## src/rtl/btn_pkg.sv

```systemverilog
// rtl/btn_pkg.sv - board timing constants and parameter defaults for the button debouncer
package btn_pkg;

    localparam int CLK_HZ      = 12_000_000;
    localparam int DEBOUNCE_MS = 20;
    localparam int LONG_MS     = 1000;

    function automatic int ms_to_cycles(input int ms);
        return (CLK_HZ / 1000) * ms;
    endfunction

    localparam int               N_BTN_DEF           = 4;
    localparam int               SYNC_STAGES_DEF     = 2;
    localparam int               DEBOUNCE_CYCLES_DEF = ms_to_cycles(DEBOUNCE_MS);
    localparam int               LONG_CYCLES_DEF     = ms_to_cycles(LONG_MS);
    // bit 0 is btn_n, the only active-low pin on this board
    localparam logic [N_BTN_DEF-1:0] ACTIVE_LOW_MASK_DEF = 4'b0001;

endpackage

```

## src/rtl/btn_debounce_ch.sv

```systemverilog
// rtl/btn_debounce_ch.sv - one button channel: synchroniser, polarity fix, debounce, strobes
// Optional hold counter for btn_long under BUTTON_DEBOUNCER_LONG_PRESS_EN.
import btn_pkg::*;

module btn_debounce_ch #(
    parameter int SYNC_STAGES     = SYNC_STAGES_DEF,
    parameter int DEBOUNCE_CYCLES = DEBOUNCE_CYCLES_DEF,
    parameter int LONG_CYCLES     = LONG_CYCLES_DEF,
    parameter bit ACTIVE_LOW      = 1'b0
) (
    input  logic clk_i,
    input  logic rst_i,
    input  logic raw_i,
    output logic level_o,
    output logic press_o,
    output logic release_o,
    output logic long_o
);

    localparam int            CW      = $clog2(DEBOUNCE_CYCLES);
    localparam logic [CW-1:0] CNT_MAX = CW'(DEBOUNCE_CYCLES - 1);

    logic [SYNC_STAGES-1:0] sync_q, sync_d;
    logic [CW-1:0]          cnt_q, cnt_d;
    logic                   level_q, level_d;
    logic                   press_q, press_d;
    logic                   release_q, release_d;
    logic                   s;

    assign s = sync_q[SYNC_STAGES-1] ^ ACTIVE_LOW;

    always_comb begin
        sync_d    = {sync_q[SYNC_STAGES-2:0], raw_i};
        cnt_d     = cnt_q;
        level_d   = level_q;
        press_d   = 1'b0;
        release_d = 1'b0;
        if (s == level_q) begin
            cnt_d = '0;
        end else if (cnt_q == CNT_MAX) begin
            level_d   = s;
            cnt_d     = '0;
            press_d   = s;
            release_d = ~s;
        end else begin
            cnt_d = cnt_q + 1'b1;
        end
    end

    always_ff @(posedge clk_i) begin
        if (rst_i) begin
            sync_q    <= {SYNC_STAGES{ACTIVE_LOW}};
            cnt_q     <= '0;
            level_q   <= 1'b0;
            press_q   <= 1'b0;
            release_q <= 1'b0;
        end else begin
            sync_q    <= sync_d;
            cnt_q     <= cnt_d;
            level_q   <= level_d;
            press_q   <= press_d;
            release_q <= release_d;
        end
    end

    assign level_o   = level_q;
    assign press_o   = press_q;
    assign release_o = release_q;

`ifdef BUTTON_DEBOUNCER_LONG_PRESS_EN
    localparam int             LW       = $clog2(LONG_CYCLES);
    localparam logic [LW-1:0]  HOLD_MAX = LW'(LONG_CYCLES - 1);

    logic [LW-1:0] hold_q, hold_d;
    logic          done_q, done_d;
    logic          long_q, long_d;

    // done_q keeps the saturated counter from re-firing while the button stays held
    always_comb begin
        hold_d = hold_q;
        done_d = done_q;
        long_d = 1'b0;
        if (!level_q) begin
            hold_d = '0;
            done_d = 1'b0;
        end else if (hold_q != HOLD_MAX) begin
            hold_d = hold_q + 1'b1;
        end else if (!done_q) begin
            long_d = 1'b1;
            done_d = 1'b1;
        end
    end

    always_ff @(posedge clk_i) begin
        if (rst_i) begin
            hold_q <= '0;
            done_q <= 1'b0;
            long_q <= 1'b0;
        end else begin
            hold_q <= hold_d;
            done_q <= done_d;
            long_q <= long_d;
        end
    end

    assign long_o = long_q;
`else
    logic unused_long;
    assign unused_long = (LONG_CYCLES > 0);
    assign long_o      = 1'b0;
`endif

endmodule

```

## src/rtl/button_debouncer.sv

```systemverilog
// rtl/button_debouncer.sv - N_BTN independent debounced button channels
// Long-press strobe only with BUTTON_DEBOUNCER_LONG_PRESS_EN defined.
import btn_pkg::*;

module button_debouncer #(
    parameter int               N_BTN           = N_BTN_DEF,
    parameter int               SYNC_STAGES     = SYNC_STAGES_DEF,
    parameter int               DEBOUNCE_CYCLES = DEBOUNCE_CYCLES_DEF,
    parameter logic [N_BTN-1:0] ACTIVE_LOW_MASK = ACTIVE_LOW_MASK_DEF,
    parameter int               LONG_CYCLES     = LONG_CYCLES_DEF
) (
    input  logic             clk,
    input  logic             rst,
    input  logic [N_BTN-1:0] btn_raw,
    output logic [N_BTN-1:0] btn_level,
    output logic [N_BTN-1:0] btn_press,
    output logic [N_BTN-1:0] btn_release,
    output logic [N_BTN-1:0] btn_long
);

    for (genvar i = 0; i < N_BTN; i++) begin : g_ch
        btn_debounce_ch #(
            .SYNC_STAGES    (SYNC_STAGES),
            .DEBOUNCE_CYCLES(DEBOUNCE_CYCLES),
            .LONG_CYCLES    (LONG_CYCLES),
            .ACTIVE_LOW     (ACTIVE_LOW_MASK[i])
        ) u_ch (
            .clk_i    (clk),
            .rst_i    (rst),
            .raw_i    (btn_raw[i]),
            .level_o  (btn_level[i]),
            .press_o  (btn_press[i]),
            .release_o(btn_release[i]),
            .long_o   (btn_long[i])
        );
    end

endmodule

```

## config.mk

```make
export PLATFORM = sky130hd
export DESIGN_NAME = button_debouncer
export DESIGN_NICKNAME = d
export VERILOG_FILES = /design/src/rtl/btn_pkg.sv /design/src/rtl/btn_debounce_ch.sv /design/src/rtl/button_debouncer.sv
export SDC_FILE = /design/constraint.sdc
export NUM_CORES = 1
export LEC_CHECK = 0
export ABC_AREA = 0
export BUFFER_PORTS_ARGS = -buffer_cell sky130_fd_sc_hd__buf_2
export CORE_UTILIZATION = 50
export DETAILED_ROUTE_END_ITERATION = 16
export GPL_TIMING_DRIVEN = 0
export PLACE_DENSITY = 0.78
export SETUP_SLACK_MARGIN = 0.4
export SYNTH_ARGS = -nofsm -noshare
export SYNTH_HDL_FRONTEND = slang
export SYNTH_SLANG_ARGS = --single-unit
```

## constraint.sdc

```tcl
create_clock -name clk -period 3.9 [get_ports clk]
set_clock_uncertainty 0.15 [all_clocks]
set_input_delay 0.195 -clock clk [delete_from_list [all_inputs] [get_ports clk]]
set_output_delay 0.195 -clock clk [all_outputs]
set_load 0.1 [all_outputs]
```

==> results of run 1 <==
-- layout make-up --
| cell class | instances | area, sq um |
|---|---|---|
| plain buffers | 26 | 163 |
| multi-input cells | 326 | 1970 |
| inverters | 14 | 52.6 |
| fillers | 668 | 3230 |
| repair buffers | 21 | 125 |
| clock inverters | 7 | 97.6 |
| well taps | 102 | 128 |
| flip-flops and latches | 92 | 1840 |
| clock buffers | 9 | 124 |
-- power by group through the flow --
| stage | logic [W] | registers [W] | clock network [W] |
|---|---|---|---|
| floorplan | 0.0000336 | 0.000968 | 0 |
| global placement | 0.0000406 | 0.000969 | 0 |
| detailed placement | 0.0000409 | 0.000969 | 0 |
| CTS | 0.0000447 | 0.000947 | 0.000723 |
| global route | 0.0000483 | 0.000948 | 0.000767 |
| finish | 0.0000448 | 0.000947 | 0.000707 |
-- worst paths after layout --
path	from	endpoint	slack, ps	cells after the start
worst max-delay path	g_ch[3].u_ch.cnt_q[0]	g_ch[3].u_ch.cnt_q[13]	1390	7
worst min-delay path	rst	g_ch[2].u_ch.press_o	30	3
worst max register to register	g_ch[3].u_ch.cnt_q[0]	g_ch[3].u_ch.cnt_q[13]	1390	7
worst min register to register	g_ch[0].u_ch.sync_q[0]	g_ch[0].u_ch.sync_q[1]	270	1
-- routing by layer --
layer / vias up / GRT usage
met5: - / 0
met2: 57 / 0.339
met1: 1489 / 0.240
met4: 0 / 0.0516
met3: 10 / 0.0536
li1: 1632 / -
-- registers in the layout, summed over array words and instances (netlist names) --
signal / count
g_ch.u_ch.release_o: 4
g_ch.u_ch.level_o: 4
g_ch.u_ch.cnt_q: 72
g_ch.u_ch.sync_q: 8
g_ch.u_ch.press_o: 4
-- cells in the mapped netlist --
cell | instances | area share
a311oi_1 | 1 | 0.0022
clkbuf_1 | 8 | 0.0075
o21ai_1 | 3 | 0.0037
nand2_1 | 19 | 0.018
nor4bb_1 | 1 | 0.0025
nand4bb_1 | 1 | 0.0028
nor2_1 | 77 | 0.072
nand4_4 | 1 | 0.0053
or4_1 | 5 | 0.0094
or3_2 | 1 | 0.0019
o21ai_0 | 4 | 0.0050
xnor2_1 | 44 | 0.096
and4b_1 | 1 | 0.0025
a21oi_1 | 10 | 0.012
nand2b_1 | 3 | 0.0047
nand3b_1 | 1 | 0.0019
xor2_1 | 17 | 0.037
buf_4 | 17 | 0.032
buf_2 | 1 | 0.0012
nor3b_1 | 1 | 0.0019
ha_1 | 4 | 0.012
and2_1 | 4 | 0.0062
nor3_1 | 16 | 0.020
nand3_1 | 30 | 0.037
inv_1 | 14 | 0.013
or4b_2 | 1 | 0.0025
nor4b_1 | 1 | 0.0022
or3_1 | 1 | 0.0016
and3_1 | 5 | 0.0078
dfxtp_1 | 92 | 0.46
nand4_1 | 25 | 0.039
a31o_2 | 2 | 0.0044
or2_2 | 2 | 0.0031
or4_4 | 1 | 0.0028
a21o_1 | 1 | 0.0019
and4_1 | 4 | 0.0087
o31ai_1 | 3 | 0.0056
nor2b_1 | 8 | 0.012
o41ai_1 | 1 | 0.0022
and4_2 | 1 | 0.0025
nor4_1 | 22 | 0.034
conb_1 | 1 | 0.00093
-- per-stage QoR --
stage / cell area [sq um] / std cells / power [W] / util / hold slack (ps)
2_1_floorplan: 4020 / 458 / 0.00100 / - / 149
3_3_place_gp: 4240 / 577 / 0.00101 / 0.548 / 243
3_5_place_dp: 4240 / 577 / 0.00101 / 0.548 / 233
4_1_cts: 4500 / 597 / 0.00171 / 0.582 / 8.78
5_1_grt: 4500 / 597 / 0.00176 / 0.582 / 13.4
6_report: 4500 / 597 / 0.00170 / 0.582 / 27.4
-- repair_timing --
item | CTS | global route
hold endpoints to repair | 4 | 0
hold buffers | 4 | 0
setup buffers | 0 | 0
-- tightest hold or removal path: stages --
cell and delay [ps]:
buf_2 130, or4_1 140, nor2_1 40
-- cell usage in the layout, fill, tap and decap left out, drive strengths merged, types with 6 or more instances in the layout --
master and instances:
a21oi 10, buf 35, clkbuf 17, dfxtp 92
inv 16, nand2 19, nand3 30, nand4 26
nor2 77, nor2b 8, nor3 16, nor4 22
o21ai 7, or4 6, xnor2 44, xor2 17
-- cell families (layout without fill, tap and decap cells) --
group,Yosys count,in the layout
AOI/OAI and AO/OA,25,25
xor gates and xnor gates,61,61
adders and majority gates,4,4
buffers and inverters,40,77
DFF,92,92
other,1,4
and+or+nand+nor,232,232
==> results.tsv, run 1 <==
metric	value	unit
Slew headroom	0.558	
CP max stage delay	500	ps
# IOs	22	
post-route setup slack	1390	ps
WL/cell	13.0	um
cts bufs inserted	9	
worst skew pair latency	360	ps
last weighted congestion value of the routability-driven placer	0.859	
status	completed	
post-layout min period	2510	ps
setup TNS	0	ps
Final ANT Viol Nets	0	
CTS root buf	clkbuf_8	
synthesized flop and latch total	92	
Worst-Margin Slew	658	ps
row count	32	
CORE AREA	0.00773	sq mm
mux contribution to synthesized area	0	
Net Sw Frac	0.223	
Highest Signal Layer	met4	
nets	500	
FMAX	0.398	GHz
Vias	3188	
maximum vdd drop	0.000180	V
Max clock buf depth	2	
period utilization	0.644	
largest net degree at the start of global routing	17	
Syn Inst Count	455	
share of layout cells above drive strength 1	0.121	
vias in the first global route	2942	
area delta synth->final	12.1	%
Initial DRC Count	109	
Pwr Density	378	mW/mm^2
mapped cell area	0.00401	sq mm
critical path endpoint category	flop	
Vias/cell	5.34	
main combinational cell family by area after synthesis	simple AND/OR/NAND/NOR gates	
drt drc	0	
final global-route overflow total	0	
Comb pwr share	0.026	
DR pass1 iterations	4	
Clk pwr share	0.416	
crit path max fanout	10	
post-CTS resize count	0	
Post-Synth Adder-Cell Area	0.0125	
CTS tree	built	
DP HPWL	5150	um
worst path cell trace	ha_1 > and3_1 > clkbuf_1 > nand3_1 > o21ai_1 > clkbuf_1 > nor2_1	
CTS HTree Levels	3	
worst min-delay path category	in2reg	
Unique masters post-synth	42	
DIE HEIGHT	91.6	um
Bufs and invs on worst path	2	
final hold violation count	0	
Initial Util	0.519	
RSZ-0062 raised after global routing	no	
clock sinks	92	
Routed WL	7760	um
pre-CTS setup slack	1460	ps
Reg clk slew, reported paths	90	ps
GRT Resource Usage Total	0.197	
YS warnings	0	
first-pass GRT wire length	13300	um
Antenna diodes	0	
P_sw	0.000378	W
port bufs	17	
delay-heaviest family, CP	buffers and inverters	
initial antenna violation count	0	
Synth Area in Compound Gates	0.0374	
DR WL met2	3780	um
die area	0.00839	sq mm
fin. max-slew vios	0	
CP startpoint kind	flop	
Pint	0.00132	W
Critical Path Most Common Cell	clkbuf_1	
crit path max-delay cell type	o21ai_1	
Seq pwr share	0.557	
xor/xnor cell area share of the yosys netlist	0.133	
post-synthesis simple-gate area fraction	0.303	
Lkg Pwr	1.43	nW
setup violators final	0	
Max Cap Viol	0	
register area share after synthesis	0.459	
Met1 Wirelength	3600	um
WP data required	3990	ps
Mapped Avg Cell Area	8.82	sq um
metal3 WL	269	um
CP arrival	2600	ps
Crit Path Class	reg2reg	
die width	91.6	um
Note: power is estimated with default switching activity, not from simulation.
==> run 2, diff against run 1 <==
==> constraint.sdc (replaced) <==
create_clock -name clk -period 2.6 [get_ports clk]
set_clock_uncertainty 0.15 [all_clocks]
set_input_delay 0.13 -clock clk [delete_from_list [all_inputs] [get_ports clk]]
set_output_delay 0.13 -clock clk [all_outputs]
set_load 0.1 [all_outputs]
==> run 2 against run 1 <==
Utilization increased by 1.1 points. Hold slack gained 240 ps. Setup slack worse by 880 ps. Total power grew 50%. Routed wire length increased by 1.4%. Critical path type unchanged.
==> results.tsv, run 2 (synthesis results as in run 1) <==
metric	value	unit
first-pass GRT wire length	13300	um
CTS HTree Levels	3	
Bufs and invs on worst path	1	
cells on worst reg2reg path	5	
CP startpoint kind	flop	
initial antenna violation count	0	
post-placement cell count	577	
vias in the first global route	2935	
GRT Resource Usage Total	0.196	
number of flip-flops under the largest register name	72	
most common cell after layout, fill and taps aside	dfxtp_1	
fin. max-slew vios	0	
Reg clk slew, reported paths	90	ps
Routed WL	7870	um
Met1 Wirelength	3630	um
# IOs	22	
area delta synth->final	14.2	%
Initial DRC Count	128	
WL/cell	13.1	um
WHS	269	ps
die width	91.6	um
CORE AREA	0.00773	sq mm
Worst-Margin Slew	572	ps
biggest regs	g_ch.u_ch.cnt_q x72, g_ch.u_ch.sync_q x8	
delay-heaviest family, CP	simple AND/OR/NAND/NOR gates	
DR pass1 iterations	4	
RSZ-0062 raised after global routing	no	
setup TNS	0	ps
post-route setup slack	506	ps
DIE HEIGHT	91.6	um
Crit Path Class	reg2reg	
largest net degree at the start of global routing	17	
Top reg by flops	g_ch.u_ch.cnt_q	
Worst Hold Depth	1	
last weighted congestion value of the routability-driven placer	0.859	
Vias	3213	
Tot Pwr	0.00256	W
Highest Signal Layer	met4	
post-layout min period	2090	ps
metal3 WL	269	um
Max clock buf depth	2	
Initial Util	0.519	
final global-route overflow total	0	
crit path max-delay cell type	or4b_2	
CP arrival	2210	ps
DR WL met2	3870	um
Slew headroom	0.615	
die area	0.00839	sq mm
crit path max fanout	10	
Lkg Pwr	1.46	nW
row count	32	
CTS root buf	clkbuf_8	
Pwr Density	558	mW/mm^2
status	completed	
setup violators final	0	
drt drc	0	
FMAX	0.478	GHz
Antenna diodes	0	
Vias/cell	5.34	
worst path cell trace	or4b_2 > nor4_2 > a21o_2 > buf_4 > nor2_1	
Max Cap Viol	0	
CP max stage delay	700	ps
worst min-delay path category	reg2reg	
period utilization	0.805	
maximum vdd drop	0.000277	V
fin cells	602	
port bufs	17	
WP data required	2710	ps
nets	505	
DP HPWL	5150	um
pre-CTS setup slack	157	ps
share of layout cells above drive strength 1	0.146	
CTS tree	built	
Final ANT Viol Nets	0	
cts bufs inserted	9	
most frequent cells in the layout	dfxtp_1, nor2_1, xnor2_1, nand3_1, nand4_1	
final hold violation count	0	
clock sinks	92	
critical path endpoint category	flop	
critical path depth	5	
worst skew pair latency	360	ps
run 2: path summary, 6_finish.rpt:
path	start	to	slack [ps]
max	g_ch[0].u_ch.cnt_q[14]	g_ch[0].u_ch.cnt_q[3]	510
min reg2reg	g_ch[0].u_ch.sync_q[0]	g_ch[0].u_ch.sync_q[1]	270
max reg2reg	g_ch[0].u_ch.cnt_q[14]	g_ch[0].u_ch.cnt_q[3]	510
min	g_ch[0].u_ch.sync_q[0]	g_ch[0].u_ch.sync_q[1]	270
run 2: layer usage:
metal,up-vias,GRT usage
met5,-,0
met3,10,0.0536
met1,1508,0.239
met4,0,0.0516
met2,55,0.340
li1,1640,-
run 2: report_power, final:
group / internal, W / switching [W]
registers: 0.00142 / 0.00000493
clock network: 0.000546 / 0.000518
logic: 0.0000225 / 0.0000487
run 2: final cells by class:
| cell class | count | area [sq um] |
|---|---|---|
| Buffer | 26 | 168 |
| Fill cell | 643 | 3150 |
| Tap cell | 102 | 128 |
| Sequential cell | 92 | 1840 |
| Multi-Input combinational cell | 326 | 2000 |
| Clock buffer | 9 | 124 |
| Clock inverter | 7 | 97.6 |
| Inverter | 14 | 52.6 |
| Timing Repair Buffer | 26 | 165 |
run 2: per-stage QoR:
step                       util  cell area (sq um)
after global placement    0.548               4240
after detailed placement  0.548               4240
after floorplan               -               4020
after global routing      0.593               4580
final                     0.593               4580
after CTS                 0.586               4530
run 2: repair_timing:
action                                  4_1_cts  5_1_grt
hold buffers                                  5        0
buffers inserted                              0        4
endpoints found under the setup margin       40       42
gates resized for setup                       5        9
endpoints found under the hold margin         7        0
pin swaps                                     0        3
